==> src/rtl/fifo_defs_pkg.sv <==
// -----------------------------------------------------------------------------
// fifo_defs
// Shared definitions for the parametrised synchronous FIFO.
//   fifo_log2 : ceiling log2 used to derive address widths from a depth
//   FWFT_OFF  : standard registered read (1-cycle read latency)
//   FWFT_ON   : first-word-fall-through read (head word always on data_out)
// -----------------------------------------------------------------------------
package fifo_defs;

  localparam int FWFT_OFF = 0;
  localparam int FWFT_ON  = 1;

  // Smallest r such that 2**r >= value; returns 0 for value <= 1.
  function automatic int fifo_log2(input int value);
    int r;
    r = 0;
    for (int i = 0; i < 32; i++) begin
      if ((1 << r) < value) r = r + 1;
    end
    return r;
  endfunction

endpackage

==> src/rtl/fifo_ram.sv <==
// -----------------------------------------------------------------------------
// fifo_ram
// Simple dual-port storage, DATA_W x DEPTH: synchronous write, asynchronous
// read. Contents are never reset.
// Ports:
//   i_clk    clock, rising edge
//   i_we     write enable
//   i_waddr  write address (AW bits)
//   i_wdata  write data (DATA_W bits)
//   i_raddr  read address (AW bits)
//   o_rdata  combinational read data at i_raddr
// -----------------------------------------------------------------------------
module fifo_ram #(
  parameter int DATA_W = 8,
  parameter int DEPTH  = 16,
  parameter int AW     = 4
) (
  input  logic              i_clk,
  input  logic              i_we,
  input  logic [AW-1:0]     i_waddr,
  input  logic [DATA_W-1:0] i_wdata,
  input  logic [AW-1:0]     i_raddr,
  output logic [DATA_W-1:0] o_rdata
);

  logic [DATA_W-1:0] r_mem [DEPTH];

  always_ff @(posedge i_clk) begin
    if (i_we) r_mem[i_waddr] <= i_wdata;
  end

  assign o_rdata = r_mem[i_raddr];

endmodule

==> src/rtl/sync_fifo_param.sv <==
// -----------------------------------------------------------------------------
// sync_fifo_param
// Parametrised single-clock FIFO with programmable almost-full/almost-empty
// thresholds, occupancy count, sticky overflow/underflow flags and a
// selectable standard or first-word-fall-through read mode.
// Ports:
//   clk, reset          clock (rising edge), synchronous active-high reset
//   wr_en, data_in      write request and data
//   rd_en, data_out     read request and data
//   af_thresh           almost_full  when count >= af_thresh
//   ae_thresh           almost_empty when count <= ae_thresh
//   err_clr             clears sticky overflow/underflow (a new set wins)
//   full, empty         count == DEPTH / count == 0
//   almost_full/_empty  threshold compares on registered count
//   count               occupancy 0..DEPTH
//   overflow/underflow  sticky rejected-write / rejected-read flags
//
// Handshake: wr_en and rd_en are requests; !full and !empty act as their
// ready. A write transfers on a rising edge when wr_en is high and the FIFO
// is not full, or is full but a read transfers on the same edge. A read
// transfers when rd_en is high and the FIFO is not empty. A request that does
// not transfer is dropped (never held over) and raises the sticky error flag.
// -----------------------------------------------------------------------------
module sync_fifo_param
  import fifo_defs::*;
#(
  parameter  int DATA_W = 8,
  parameter  int DEPTH  = 16,
  localparam int AW     = fifo_log2(DEPTH),
  parameter  int FWFT   = FWFT_OFF
) (
  input  logic              clk,
  input  logic              reset,
  input  logic              wr_en,
  input  logic [DATA_W-1:0] data_in,
  input  logic              rd_en,
  output logic [DATA_W-1:0] data_out,
  input  logic [AW:0]       af_thresh,
  input  logic [AW:0]       ae_thresh,
  input  logic              err_clr,
  output logic              full,
  output logic              empty,
  output logic              almost_full,
  output logic              almost_empty,
  output logic [AW:0]       count,
  output logic              overflow,
  output logic              underflow
);

  localparam logic [AW:0] L_DEPTH = (AW+1)'(DEPTH);

  logic [AW-1:0]     r_wr_ptr;
  logic [AW-1:0]     r_rd_ptr;
  logic [AW:0]       r_count;
  logic              r_overflow;
  logic              r_underflow;
  logic [DATA_W-1:0] r_data_out;

  logic              w_full;
  logic              w_empty;
  logic              w_rd_ok;
  logic              w_wr_ok;
  logic [DATA_W-1:0] w_rdata;

  assign w_full  = (r_count == L_DEPTH);
  assign w_empty = (r_count == '0);

  // A read frees a slot on the same edge, so a full FIFO still takes a write
  // alongside a read. An empty FIFO never takes a read, even with a write.
  assign w_rd_ok = rd_en && !w_empty;
  assign w_wr_ok = wr_en && (!w_full || w_rd_ok);

  fifo_ram #(
    .DATA_W (DATA_W),
    .DEPTH  (DEPTH),
    .AW     (AW)
  ) u_ram (
    .i_clk   (clk),
    .i_we    (w_wr_ok),
    .i_waddr (r_wr_ptr),
    .i_wdata (data_in),
    .i_raddr (r_rd_ptr),
    .o_rdata (w_rdata)
  );

  always_ff @(posedge clk) begin
    if (reset) begin
      r_wr_ptr    <= '0;
      r_rd_ptr    <= '0;
      r_count     <= '0;
      r_overflow  <= 1'b0;
      r_underflow <= 1'b0;
      r_data_out  <= '0;
    end else begin
      if (w_wr_ok) r_wr_ptr <= r_wr_ptr + 1'b1;
      if (w_rd_ok) begin
        r_rd_ptr   <= r_rd_ptr + 1'b1;
        r_data_out <= w_rdata;
      end

      case ({w_wr_ok, w_rd_ok})
        2'b10:   r_count <= r_count + 1'b1;
        2'b01:   r_count <= r_count - 1'b1;
        default: r_count <= r_count;
      endcase

      // Set has priority over clear so an error in the clearing cycle is kept.
      if (wr_en && !w_wr_ok) r_overflow <= 1'b1;
      else if (err_clr)      r_overflow <= 1'b0;

      if (rd_en && !w_rd_ok) r_underflow <= 1'b1;
      else if (err_clr)      r_underflow <= 1'b0;
    end
  end

  // In FWFT mode the head word is shown straight from the RAM; when empty the
  // value is stale and must be ignored by the consumer.
  assign data_out     = (FWFT == FWFT_ON) ? w_rdata : r_data_out;
  assign full         = w_full;
  assign empty        = w_empty;
  assign almost_full  = (r_count >= af_thresh);
  assign almost_empty = (r_count <= ae_thresh);
  assign count        = r_count;
  assign overflow     = r_overflow;
  assign underflow    = r_underflow;

endmodule

==> config.mk <==
export PLATFORM = sky130hd
export DESIGN_NAME = sync_fifo_param
export DESIGN_NICKNAME = d
export VERILOG_FILES = /design/src/rtl/fifo_defs_pkg.sv /design/src/rtl/fifo_ram.sv /design/src/rtl/sync_fifo_param.sv
export SDC_FILE = /design/constraint.sdc
export NUM_CORES = 1
export LEC_CHECK = 0
export CORE_UTILIZATION = 30
export CTS_CLUSTER_DIAMETER = 40
export CTS_CLUSTER_SIZE = 10
export DETAILED_ROUTE_END_ITERATION = 16
export RECOVER_POWER = 100
export SKIP_CTS_REPAIR_TIMING = 1
export SYNTH_ARGS = -nofsm -noshare
export SYNTH_HDL_FRONTEND = slang
export SYNTH_SLANG_ARGS = --single-unit
==> constraint.sdc <==
create_clock -name clk -period 4.04 [get_ports clk]
set_input_delay 0.404 -clock clk [delete_from_list [all_inputs] [get_ports clk]]
set_output_delay 0.404 -clock clk [all_outputs]
set_load 0.005 [all_outputs]
==> reports/qor.yml <==
start_util_pct: 30.8
drive_gt1_share_pct: 10.8
outcome: "completed"
die_h_um: 146
grt_pass1_vias: 3518
min-delay-start: "data_out[5]$_SDFFE_PP0P_"
r2r_start: "count[1]$_SDFFE_PP0P_"
setup_tns_ns: 0
synth-edff-count: 128
cts_num_sinks: 151
synth.avg_cell_area_um2: 15.6
slew_viol_final: 0
path_cells: "inv_1, ha_1, nand2b_1, a21oi_1, nor2b_1, o21ai_0, a21oi_1, dlygate4sd3_1"
synth_seq_cells: 151
critPathLaunchType: "register"
grt_util_all_layers_pct: 12.5
finalClockSkew_ns: 0.00955
synth_cell_type_count: 33
synth_commonest_cells: "128 x edfxtp_1, 47 x nor2_1, 37 x mux2i_1"
synth-compound-area-share_pct: 5.61
period_minus_slack_ns: 2.89
clk_latency_ns: 0.41
muxShareOfSynthArea_pct: 12.1
numCtsBuffers: 17
cp_slowest_cell: "dlygate4sd3_1"
synth-simple-area-share_pct: 5.77
port_buffers: 41
cts_tree: "done"
drtIter0Drc: 279
cp-startpoint: "count[0]$_SDFFE_PP0P_"
critPathKind: "reg2out"
relSlewSlack_pct: 33.7
wl_per_cell_um: 17.2
fin_nets: 491
clk_pin_slew_worst_paths_ns: 0.06
whs_ns: 0.491
vias: 3420
place_hpwl_mm: 8.51
wirelength_mm: 12.6
async_flop_share_pct: 0
end_kind: "output pin"
critPathMaxFanout: 5
n_antenna_cell: 0
met2WireLength_mm: 5.93
antenna_found_initial: 0
synthCells: 401
rsz0062_at_grt: "false"
grt_pass1_wl_mm: 19.7
worstMarginPinSlew_ns: 0.995
crit_required_ns: 3.64
place.gp.congestion: 0.788
hold_violations: 0
hp-class: "reg2reg"
setup_viol: 0
synthesis.area_um2: 6240
drtPass1Iterations: 4
slowest_delay_ns: 0.58
routed_via_density: 4.67
p_leak_nw: 2.48
crit_family: "buffers and inverters"
drv_cap: 0
htree_levels: 4
cts_root_buffer: "clkbuf_16"
area_growth_pct: 19.6
wl_met3_um: 688
seq_area_frac_synth_pct: 68.9
stdcell_area_um2: 7470
rows: 52
path_buf_inv: 2
arrival_ns: 2.48
crit_top_cell: "a21oi_1"
synth_adder_area_share_pct: 3.93
grt_max_degree: 24
synth_ff_type: "edfxtp_1"
synthXorXnorAreaFrac_pct: 1.26
cts.path.max_buffers: 2
synth_nets: 443
synth.top_cell.area_share_pct: 61.6
max_freq_ghz: 0.346
drc: 0
coreArea_um2: 20300
placed_area_um2: 6970
synth_top_area_cell: "edfxtp_1"
io_pins: 42
die_area_um2: 21400
synth_most_common_cell: "edfxtp_1"
antenna_left: 0
top_layer_used: "met4"
power.density_nw_per_um2: 564
die_x_um: 146
yosysWarnings: 0
wl_met1_mm: 5.83
peakVddDrop_v: 0.000269
ys_top_cells_by_area: "edfxtp_1 62%, dfxtp_1 7.4%, mux2i_1 5.9%"
synth_top_family_by_area: "multiplexers"
timing.final.crit_share_pct: 71.5
grt-ovfl-total: 0
==> cell families (layout without fill, tap and decap cells) <==
| logic type | after synthesis | in the layout |
|---|---|---|
| adders and majority gates | 19 | 19 |
| xor gates and xnor gates | 9 | 9 |
| buffers and inverters | 38 | 99 |
| DFF | 151 | 151 |
| muxes | 54 | 54 |
| and+or+nand+nor | 79 | 79 |
| AOI/OAI and AO/OA | 51 | 51 |
==> state kept, by name (all words and copies together) (netlist names) <==
register and cells:
count 5, r_rd_ptr 4, overflow 1, u_ram.r_mem 128, r_wr_ptr 4, data_out 8
underflow 1
==> placed cells by master (no fill, tap or decap), drive strengths merged, types with 2 or more instances in the layout <==
cell and n:
edfxtp 128, nor2 47, mux2i 38, dlygate4sd3 28, clkbuf 24, dfxtp 23, inv 19, o22ai 18
ha 18, mux4 16, clkdlybuf4s50 13, a21oi 10, clkinv 10, nand2 9, a22oi 9, a311oi 8
nor3 5, xor2 5, xnor2 4, nand2b 3, nor2b 3, nand3 3, buf 3, nor4 3
or3 2, a21o 2, nand4 2, a32oi 2
==> final timing paths <==
path / to / slack (ns) / depth (start not counted)
max: almost_full / 1.15 / 8
min reg2reg: data_out[5]$_SDFFE_PP0P_ / 0.49 / 2
min: data_out[5]$_SDFFE_PP0P_ / 0.49 / 2
max reg2reg: count[4]$_SDFFE_PP0P_ / 1.26 / 9
==> layout make-up <==
type	instances	area, um^2
clock inverters	13	106
inverters	18	67.6
flip-flops and latches	151	4310
well taps	270	338
fillers	1924	12800
multi-input cells	212	1770
clock buffers	19	433
repair buffers	49	452
==> per-stage QoR <==
stage,worst slack [ns],instances,power (W),util [%]
after detailed placement,0.953,700,0.00290,34.4
after floorplan,1.58,401,0.00250,-
final,1.15,732,0.00421,36.8
after CTS,1.20,732,0.00433,37.0
after global routing,0.943,732,0.00442,36.8
after global placement,1.08,700,0.00287,34.4
==> power by group <==
group | total, W | leakage, nW | internal, W | switching [W]
Clock | 0.00143 | 0.268 | 0.000841 | 0.000588
Combinational | 0.000904 | 0.868 | 0.000439 | 0.000465
Sequential | 0.00188 | 1.35 | 0.00179 | 0.0000905
==> tightest hold or removal path, cell delays in order (launching register included) <==
cell,delay [ns]
dfxtp_1,0.30
nor2_1,0.09
a311oi_1,0.05
==> metal layers <==
layer  vias to the layer above  GRT usage [%]
li1                       1629              -
met1                      1693           16.8
met2                        88           19.2
met3                        10           3.44
met4                         0           4.53
met5                         -              0
Power figures use the tool's default switching activity.
